## config.mk

```make
export PLATFORM = sky130hd
export DESIGN_NAME = alu_operand_stage
export DESIGN_NICKNAME = d
export VERILOG_FILES = /design/src/rtl/alu_operand_stage.sv
export SDC_FILE = /design/constraint.sdc
export NUM_CORES = 1
export LEC_CHECK = 0
export CORE_ASPECT_RATIO = 0.75
export CORE_UTILIZATION = 55
export DETAILED_ROUTE_END_ITERATION = 12
export DONT_BUFFER_PORTS = 1
export HOLD_SLACK_MARGIN = 0.06
export PLACE_DENSITY = 0.8
export SYNTH_ARGS = -nofsm -noshare
export SYNTH_HDL_FRONTEND = slang
export SYNTH_SLANG_ARGS = --single-unit
```

## constraint.sdc

```tcl
create_clock -name clk -period 3.1 [get_ports clk]
set_input_delay 0.31 -clock clk [delete_from_list [all_inputs] [get_ports clk]]
set_output_delay 0.31 -clock clk [all_outputs]
set_load 0.02 [all_outputs]
```

## src/rtl/alu_operand_stage.sv

```systemverilog
// rtl/alu_operand_stage.sv - ALU issue stage: operand forwarding, RAW stall, valid/ready issue.
// Optional feature macro: ALU_OPSTAGE_SKID_EN adds a second (skid) entry so dec_ready is decoupled from alu_ready.
module alu_operand_stage #(
  parameter int XLEN = 32,
  parameter int OPW  = 4,
  parameter int RAW  = 5
) (
  input  logic            clk,
  input  logic            rst,
  input  logic            dec_valid,
  output logic            dec_ready,
  input  logic [RAW-1:0]  dec_rs1,
  input  logic [RAW-1:0]  dec_rs2,
  input  logic [XLEN-1:0] dec_r1,
  input  logic [XLEN-1:0] dec_r2,
  input  logic [XLEN-1:0] dec_imm,
  input  logic            dec_use_imm,
  input  logic [OPW-1:0]  dec_op,
  input  logic [RAW-1:0]  dec_rd,
  input  logic            ex_fwd_valid,
  input  logic [RAW-1:0]  ex_fwd_rd,
  input  logic [XLEN-1:0] ex_fwd_data,
  input  logic            wb_we,
  input  logic [RAW-1:0]  wb_rd,
  input  logic [XLEN-1:0] wb_data,
  output logic            alu_valid,
  input  logic            alu_ready,
  output logic [XLEN-1:0] alu_d1,
  output logic [XLEN-1:0] alu_d2,
  output logic [OPW-1:0]  alu_op,
  output logic [RAW-1:0]  alu_rd
);

  logic [XLEN-1:0] in_d1, in_d2;
  logic            m_free, fire, hazard;

  // EX is younger than WB, so it takes priority; x0 always reads zero.
  always_comb begin
    in_d1 = dec_r1;
    if (dec_rs1 == '0)                               in_d1 = '0;
    else if (ex_fwd_valid && (ex_fwd_rd == dec_rs1)) in_d1 = ex_fwd_data;
    else if (wb_we && (wb_rd == dec_rs1))            in_d1 = wb_data;

    in_d2 = dec_r2;
    if (dec_use_imm)                                 in_d2 = dec_imm;
    else if (dec_rs2 == '0)                          in_d2 = '0;
    else if (ex_fwd_valid && (ex_fwd_rd == dec_rs2)) in_d2 = ex_fwd_data;
    else if (wb_we && (wb_rd == dec_rs2))            in_d2 = wb_data;
  end

  function automatic logic depends(input logic v, input logic [RAW-1:0] rd,
                                   input logic [RAW-1:0] rs1, input logic [RAW-1:0] rs2,
                                   input logic use_imm);
    return v && (rd != '0) &&
           (((rs1 != '0) && (rs1 == rd)) || (!use_imm && (rs2 != '0) && (rs2 == rd)));
  endfunction

  assign m_free = !alu_valid || alu_ready;
  assign fire   = dec_valid && dec_ready;

`ifdef ALU_OPSTAGE_SKID_EN
  logic            s_valid;
  logic [XLEN-1:0] s_d1, s_d2;
  logic [OPW-1:0]  s_op;
  logic [RAW-1:0]  s_rd;

  assign hazard = depends(alu_valid, alu_rd, dec_rs1, dec_rs2, dec_use_imm) ||
                  depends(s_valid, s_rd, dec_rs1, dec_rs2, dec_use_imm);
  assign dec_ready = !rst && !s_valid && !hazard;

  always_ff @(posedge clk or posedge rst) begin
    if (rst) begin
      alu_valid <= 1'b0;
      alu_d1    <= '0;
      alu_d2    <= '0;
      alu_op    <= '0;
      alu_rd    <= '0;
      s_valid   <= 1'b0;
      s_d1      <= '0;
      s_d2      <= '0;
      s_op      <= '0;
      s_rd      <= '0;
    end else if (m_free) begin
      // While S is valid dec_ready is low, so no incoming transfer competes with S.
      if (s_valid) begin
        alu_valid <= 1'b1;
        alu_d1    <= s_d1;
        alu_d2    <= s_d2;
        alu_op    <= s_op;
        alu_rd    <= s_rd;
        s_valid   <= 1'b0;
      end else if (fire) begin
        alu_valid <= 1'b1;
        alu_d1    <= in_d1;
        alu_d2    <= in_d2;
        alu_op    <= dec_op;
        alu_rd    <= dec_rd;
      end else begin
        alu_valid <= 1'b0;
      end
    end else if (fire) begin
      s_valid <= 1'b1;
      s_d1    <= in_d1;
      s_d2    <= in_d2;
      s_op    <= dec_op;
      s_rd    <= dec_rd;
    end
  end
`else
  assign hazard    = depends(alu_valid, alu_rd, dec_rs1, dec_rs2, dec_use_imm);
  assign dec_ready = !rst && m_free && !hazard;

  always_ff @(posedge clk or posedge rst) begin
    if (rst) begin
      alu_valid <= 1'b0;
      alu_d1    <= '0;
      alu_d2    <= '0;
      alu_op    <= '0;
      alu_rd    <= '0;
    end else if (m_free) begin
      alu_valid <= fire;
      if (fire) begin
        alu_d1 <= in_d1;
        alu_d2 <= in_d2;
        alu_op <= dec_op;
        alu_rd <= dec_rd;
      end
    end
  end
`endif

endmodule

```

==> report_table.html <==
<table>
<tr><th>Metric</th><th>Value</th></tr>
<tr><th colspan="2">Critical path</th></tr>
<tr><td>Slowest Stage Delay on Critical Path</td><td>0.92 ns</td></tr>
<tr><td>FF-to-FF setup slack</td><td>0.34 ns</td></tr>
<tr><td>Signal arrival time at the worst endpoint</td><td>2.93 ns</td></tr>
<tr><td>Path type of the worst setup path</td><td>reg2reg</td></tr>
<tr><td>Worst reg2reg startpoint</td><td>alu_rd[1]$_DFFE_PP0P_</td></tr>
<tr><td>R2R Path End</td><td>alu_d2[20]$_DFFE_PP0P_</td></tr>
<tr><td>Largest fanout of any net on the critical path</td><td>60</td></tr>
<tr><td>Worst path most repeated cell</td><td>sky130_fd_sc_hd__buf_4</td></tr>
<tr><td>Required arrival time at the worst endpoint</td><td>3.27 ns</td></tr>
<tr><td>Crit-path cells</td><td>xor2_1 &gt; nor4_1 &gt; buf_4 &gt; a311oi_4 &gt; and2_4 &gt; buf_4 &gt; a31oi_1</td></tr>
<tr><td>Critical Path Sink Type</td><td>flop</td></tr>
<tr><td>Element type at the critical path start</td><td>flop</td></tr>
<tr><td>Master of the slowest instance on the critical path</td><td>sky130_fd_sc_hd__and2_4</td></tr>
<tr><td>Cell depth of the worst flop-to-flop path</td><td>7</td></tr>
<tr><th colspan="2">Timing</th></tr>
<tr><td>Setup skew after layout</td><td>0.00756 ns</td></tr>
<tr><td>Hold violation total from the final report</td><td>0</td></tr>
<tr><td>Clock period minus final worst setup slack</td><td>2.76 ns</td></tr>
<tr><td>Number of pins with negative max-slew slack in the final report</td><td>0</td></tr>
<tr><td>Max transition margin</td><td>26.4%</td></tr>
<tr><td>Setup violators final</td><td>0</td></tr>
<tr><td>Actual transition at the worst max-transition pin</td><td>1.10 ns</td></tr>
<tr><td>Total negative setup slack</td><td>0 ns</td></tr>
<tr><td>Post-route setup slack</td><td>0.340 ns</td></tr>
<tr><td>Worst hold margin</td><td>0.122 ns</td></tr>
<tr><td>RSZ-0062 raised after global routing</td><td>false</td></tr>
<tr><td>Post-route fraction of the period consumed by the critical path</td><td>89.0%</td></tr>
<tr><td>Highest clock frequency the design can meet</td><td>362 MHz</td></tr>
<tr><th colspan="2">Synth</th></tr>
<tr><td>Part of the Yosys area used for sequential elements</td><td>32.3%</td></tr>
<tr><td>Flops &amp; latches, synth</td><td>74</td></tr>
<tr><td>Gate count of the mapped netlist</td><td>605</td></tr>
<tr><td>Most area-hungry cell type in the Yosys netlist</td><td>sky130_fd_sc_hd__dfrtp_1</td></tr>
<tr><td>Syn_area_per_cell</td><td>9.48 µm²</td></tr>
<tr><td>Dominant cells by area after synthesis</td><td>sky130_fd_sc_hd__dfrtp_1, sky130_fd_sc_hd__mux2_4, sky130_fd_sc_hd__a31oi_2</td></tr>
<tr><td>Prevailing post-synth register cell</td><td>sky130_fd_sc_hd__dfrtp_1</td></tr>
<tr><td>Count of flip-flops with a built-in enable after synthesis</td><td>0</td></tr>
<tr><td>Ys Warns</td><td>0</td></tr>
<tr><td>Share of flip-flops with an asynchronous set or reset</td><td>100%</td></tr>
<tr><td>Total standard cell area after synthesis</td><td>5740 µm²</td></tr>
<tr><td>Net Count, Synth</td><td>801</td></tr>
<tr><td>Area share of the leading cell type in the synthesized netlist</td><td>32.3%</td></tr>
<tr><td>Count of different cell masters after synthesis</td><td>43</td></tr>
<tr><th colspan="2">Power</th></tr>
<tr><td>Logic gate share of total power</td><td>21.7%</td></tr>
<tr><td>Power Density</td><td>567 nW/µm²</td></tr>
<tr><td>Peak supply drop</td><td>0.298 mV</td></tr>
<tr><td>Sequential Power Share</td><td>47.7%</td></tr>
<tr><td>Leakage power summed over all cells</td><td>2.18 nW</td></tr>
<tr><td>Net switching fraction of the power</td><td>36.6%</td></tr>
<tr><td>Internal power consumption</td><td>2.14 mW</td></tr>
<tr><td>Switching power of the nets</td><td>1.23 mW</td></tr>
<tr><td>Overall power after layout</td><td>3.38 mW</td></tr>
<tr><td>Share of total power in the clock network</td><td>30.5%</td></tr>
<tr><th colspan="2">Routing</th></tr>
<tr><td>Number of design-rule violations left by the first detailed-router iteration</td><td>665</td></tr>
<tr><td>DR DRC count</td><td>0</td></tr>
<tr><td>Length of routed met2 wiring</td><td>9.24 mm</td></tr>
<tr><td>First-pass iteration count of the detailed router</td><td>7</td></tr>
<tr><td>Wire length on met1</td><td>7.56 mm</td></tr>
<tr><td>Antenna-violating nets left</td><td>0</td></tr>
<tr><td>Number of vias after detailed routing</td><td>5443</td></tr>
<tr><td>Wire length after detailed routing</td><td>20.1 mm</td></tr>
<tr><td>Uppermost metal layer occupied by signal nets</td><td>met4</td></tr>
<tr><td>Via/cell ratio</td><td>7.83</td></tr>
<tr><td>Met3 routed WL</td><td>2.54 mm</td></tr>
<tr><td>Final routed wire length divided by cell count</td><td>28.9 µm</td></tr>
<tr><th colspan="2">Finish</th></tr>
<tr><td>Final cell utilization of the core</td><td>60.2%</td></tr>
<tr><td>Register area</td><td>1850 µm²</td></tr>
<tr><td>Combined area of the multi-input logic cells</td><td>3500 µm²</td></tr>
<tr><td>Final standard cell count with taps included and fillers excluded</td><td>695</td></tr>
<tr><td>Layout area overhead</td><td>3.73%</td></tr>
<tr><td>Area of all placed cells without fillers</td><td>5950 µm²</td></tr>
<tr><td>Final #Nets</td><td>755</td></tr>
<tr><td>Number of fill cells</td><td>822</td></tr>
<tr><td># diodes</td><td>0</td></tr>
<tr><td>Fraction of final layout cells with drive strength greater than 1</td><td>18.3%</td></tr>
<tr><th colspan="2">CTS</th></tr>
<tr><td>Hold buffer count at CTS</td><td>0</td></tr>
<tr><td>H-tree Lvls</td><td>3</td></tr>
<tr><td>Number of gates resized after cts</td><td>0</td></tr>
<tr><td>Setup fix buffers added after clock tree synthesis</td><td>0</td></tr>
<tr><td>Worst-Skew Late Latency</td><td>0.33 ns</td></tr>
<tr><td>Number of buffers created by CTS</td><td>9</td></tr>
<tr><td>Clock tree from TritonCTS</td><td>yes</td></tr>
<tr><td>Clock Path Buffers</td><td>2</td></tr>
<tr><td>Clock slew at the register clock pins of the worst setup and hold paths</td><td>0.06 ns</td></tr>
<tr><td>Total clock sinks</td><td>74</td></tr>
<tr><td>Cell at the root of the clock tree</td><td>sky130_fd_sc_hd__clkbuf_16</td></tr>
<tr><th colspan="2">GRT</th></tr>
<tr><td>Global-route wire length before repair</td><td>30.8 mm</td></tr>
<tr><td>Congestion Overflow GR</td><td>0</td></tr>
<tr><td>Antenna violations before repair</td><td>0</td></tr>
<tr><td>Pin count of the biggest net entering global routing</td><td>75</td></tr>
<tr><td>Overall routing resource usage</td><td>36.7%</td></tr>
<tr><td>Via count of the first global-routing pass</td><td>5405</td></tr>
<tr><th colspan="2">Run</th></tr>
<tr><td>Number of maximum-capacitance violations</td><td>0</td></tr>
<tr><th colspan="2">Place</th></tr>
<tr><td>Total placed instance area</td><td>5670 µm²</td></tr>
<tr><td>Count of port buffers added during placement</td><td>0</td></tr>
<tr><td>HPWL reported at the end of detailed placement</td><td>13.5 mm</td></tr>
<tr><td>Global placement routability congestion</td><td>0.951</td></tr>
<tr><td>Worst slack after detailed placement</td><td>0.366 ns</td></tr>
<tr><td>Number of cells in the design after placement</td><td>680</td></tr>
<tr><th colspan="2">Worst hold path</th></tr>
<tr><td>Origin of the worst min-delay path</td><td>dec_rd[4]</td></tr>
<tr><td>Min-Delay Path Depth</td><td>1</td></tr>
<tr><td>Hold Crit Class</td><td>in2reg</td></tr>
<tr><td>End point of the worst hold path</td><td>alu_rd[4]$_DFFE_PP0P_</td></tr>
<tr><th colspan="2">Floorplan</th></tr>
<tr><td>Placement Rows</td><td>31</td></tr>
<tr><td>Placeable core region</td><td>9890 µm²</td></tr>
<tr><td>Die Span Y</td><td>90.5 µm</td></tr>
<tr><td>Initial Util</td><td>58.0%</td></tr>
<tr><td>Ports</td><td>271</td></tr>
<tr><td>Die ar.</td><td>10800 µm²</td></tr>
<tr><td>X dimension of the die</td><td>120 µm</td></tr>
<tr><th colspan="2">Run status</th></tr>
<tr><td>Status</td><td>finished clean</td></tr>
</table>
kinds of logic (layout without fill, tap and decap cells):
family	after synthesis	after routing	synth area share (%)
xor gates and xnor gates	30	30	4.58
AOI/OAI and AO/OA	200	200	26.8
muxes	36	36	9.35
DFF	74	74	32.3
and+or+nand+nor	189	189	19.6
buffers and inverters	76	34	7.41
registers in the layout, indices dropped and copies added, names as in the netlist:
name       cells
alu_d1        32
alu_d2        32
alu_rd         5
alu_op         4
alu_valid      1
synth_stat cells, drive strengths merged, types with 5 or more instances:
cell,count
a21oi,33
clkbuf,51
and3,38
mux2,36
dfrtp,74
a31oi,32
a311oi,28
nor2,7
xor2,14
o311ai,32
nand2,36
o21ai,32
and2,5
a21boi,32
nor3,28
nand3b,32
xnor2,16
o41ai,5
nand4,35
buf,23
a21bo,5
layout by cell type, fill, tap and decap left out, types with 2 or more instances in the layout:
cell type / instances
sky130_fd_sc_hd__nor3_1: 28
sky130_fd_sc_hd__nor2_1: 6
sky130_fd_sc_hd__a311oi_1: 27
sky130_fd_sc_hd__nand4_1: 34
sky130_fd_sc_hd__a21oi_1: 32
sky130_fd_sc_hd__a31oi_1: 12
sky130_fd_sc_hd__dfrtp_1: 74
sky130_fd_sc_hd__clkinv_2: 3
sky130_fd_sc_hd__o311ai_0: 10
sky130_fd_sc_hd__a21bo_2: 5
sky130_fd_sc_hd__nand3b_1: 32
sky130_fd_sc_hd__o311ai_1: 22
sky130_fd_sc_hd__nand2_1: 36
sky130_fd_sc_hd__mux2_4: 35
sky130_fd_sc_hd__xnor2_1: 15
sky130_fd_sc_hd__a21boi_0: 30
sky130_fd_sc_hd__o41ai_1: 5
sky130_fd_sc_hd__o21ai_0: 32
sky130_fd_sc_hd__buf_4: 16
sky130_fd_sc_hd__and3_1: 38
sky130_fd_sc_hd__a31oi_2: 20
sky130_fd_sc_hd__a21boi_1: 2
sky130_fd_sc_hd__xor2_1: 14
sky130_fd_sc_hd__nor4_4: 2
sky130_fd_sc_hd__clkbuf_16: 9
sky130_fd_sc_hd__and2_1: 3
power groups by stage:
stage               clock [mW]  sequential [mW]  combinational [mW]
finish                    1.03             1.61               0.733
global route              1.10             1.63               0.791
CTS                       1.04             1.61               0.724
detailed placement           0             1.62               0.724
global placement             0             1.62               0.690
floorplan                    0             1.56               0.625
metal layers:
metal	global-route usage (%)	vias up
met4	14.6	0
met3	11.0	82
met1	47.4	2631
met5	0	-
li1	-	2253
met2	57.1	477
worst max-delay path, delay by kind of cell, from the launching register on:
family	cells	cell delay, ns
compound gates	2	0.39
xor+xnor	1	0.19
simple gates	2	0.98
buf+inv	2	0.46
flops	1	0.54
worst max-delay path by stage:
stage / cells after the start / slack [ns] / startpoint / end
2_1_floorplan: 2 / 0.45 / rst / dec_ready
3_3_place_gp: 7 / 0.50 / alu_rd[0]$_DFFE_PP0P_ / alu_d2[26]$_DFFE_PP0P_
3_5_place_dp: 7 / 0.37 / alu_rd[3]$_DFFE_PP0P_ / alu_d2[20]$_DFFE_PP0P_
4_1_cts: 7 / 0.37 / alu_rd[0]$_DFFE_PP0P_ / alu_d2[20]$_DFFE_PP0P_
5_1_grt: 7 / 0.19 / alu_rd[0]$_DFFE_PP0P_ / alu_d2[20]$_DFFE_PP0P_
6_report: 7 / 0.34 / alu_rd[1]$_DFFE_PP0P_ / alu_d2[20]$_DFFE_PP0P_
area by class of cell:
type | count | area share (%)
Clock inverter | 5 | 0.946
Timing Repair Buffer | 17 | 2.35
Inverter | 2 | 0.147
Tap cell | 132 | 2.77
Clock buffer | 10 | 3.85
Multi-Input combinational cell | 455 | 58.8
Sequential cell | 74 | 31.1
Note: power is estimated with default switching activity, not from simulation.
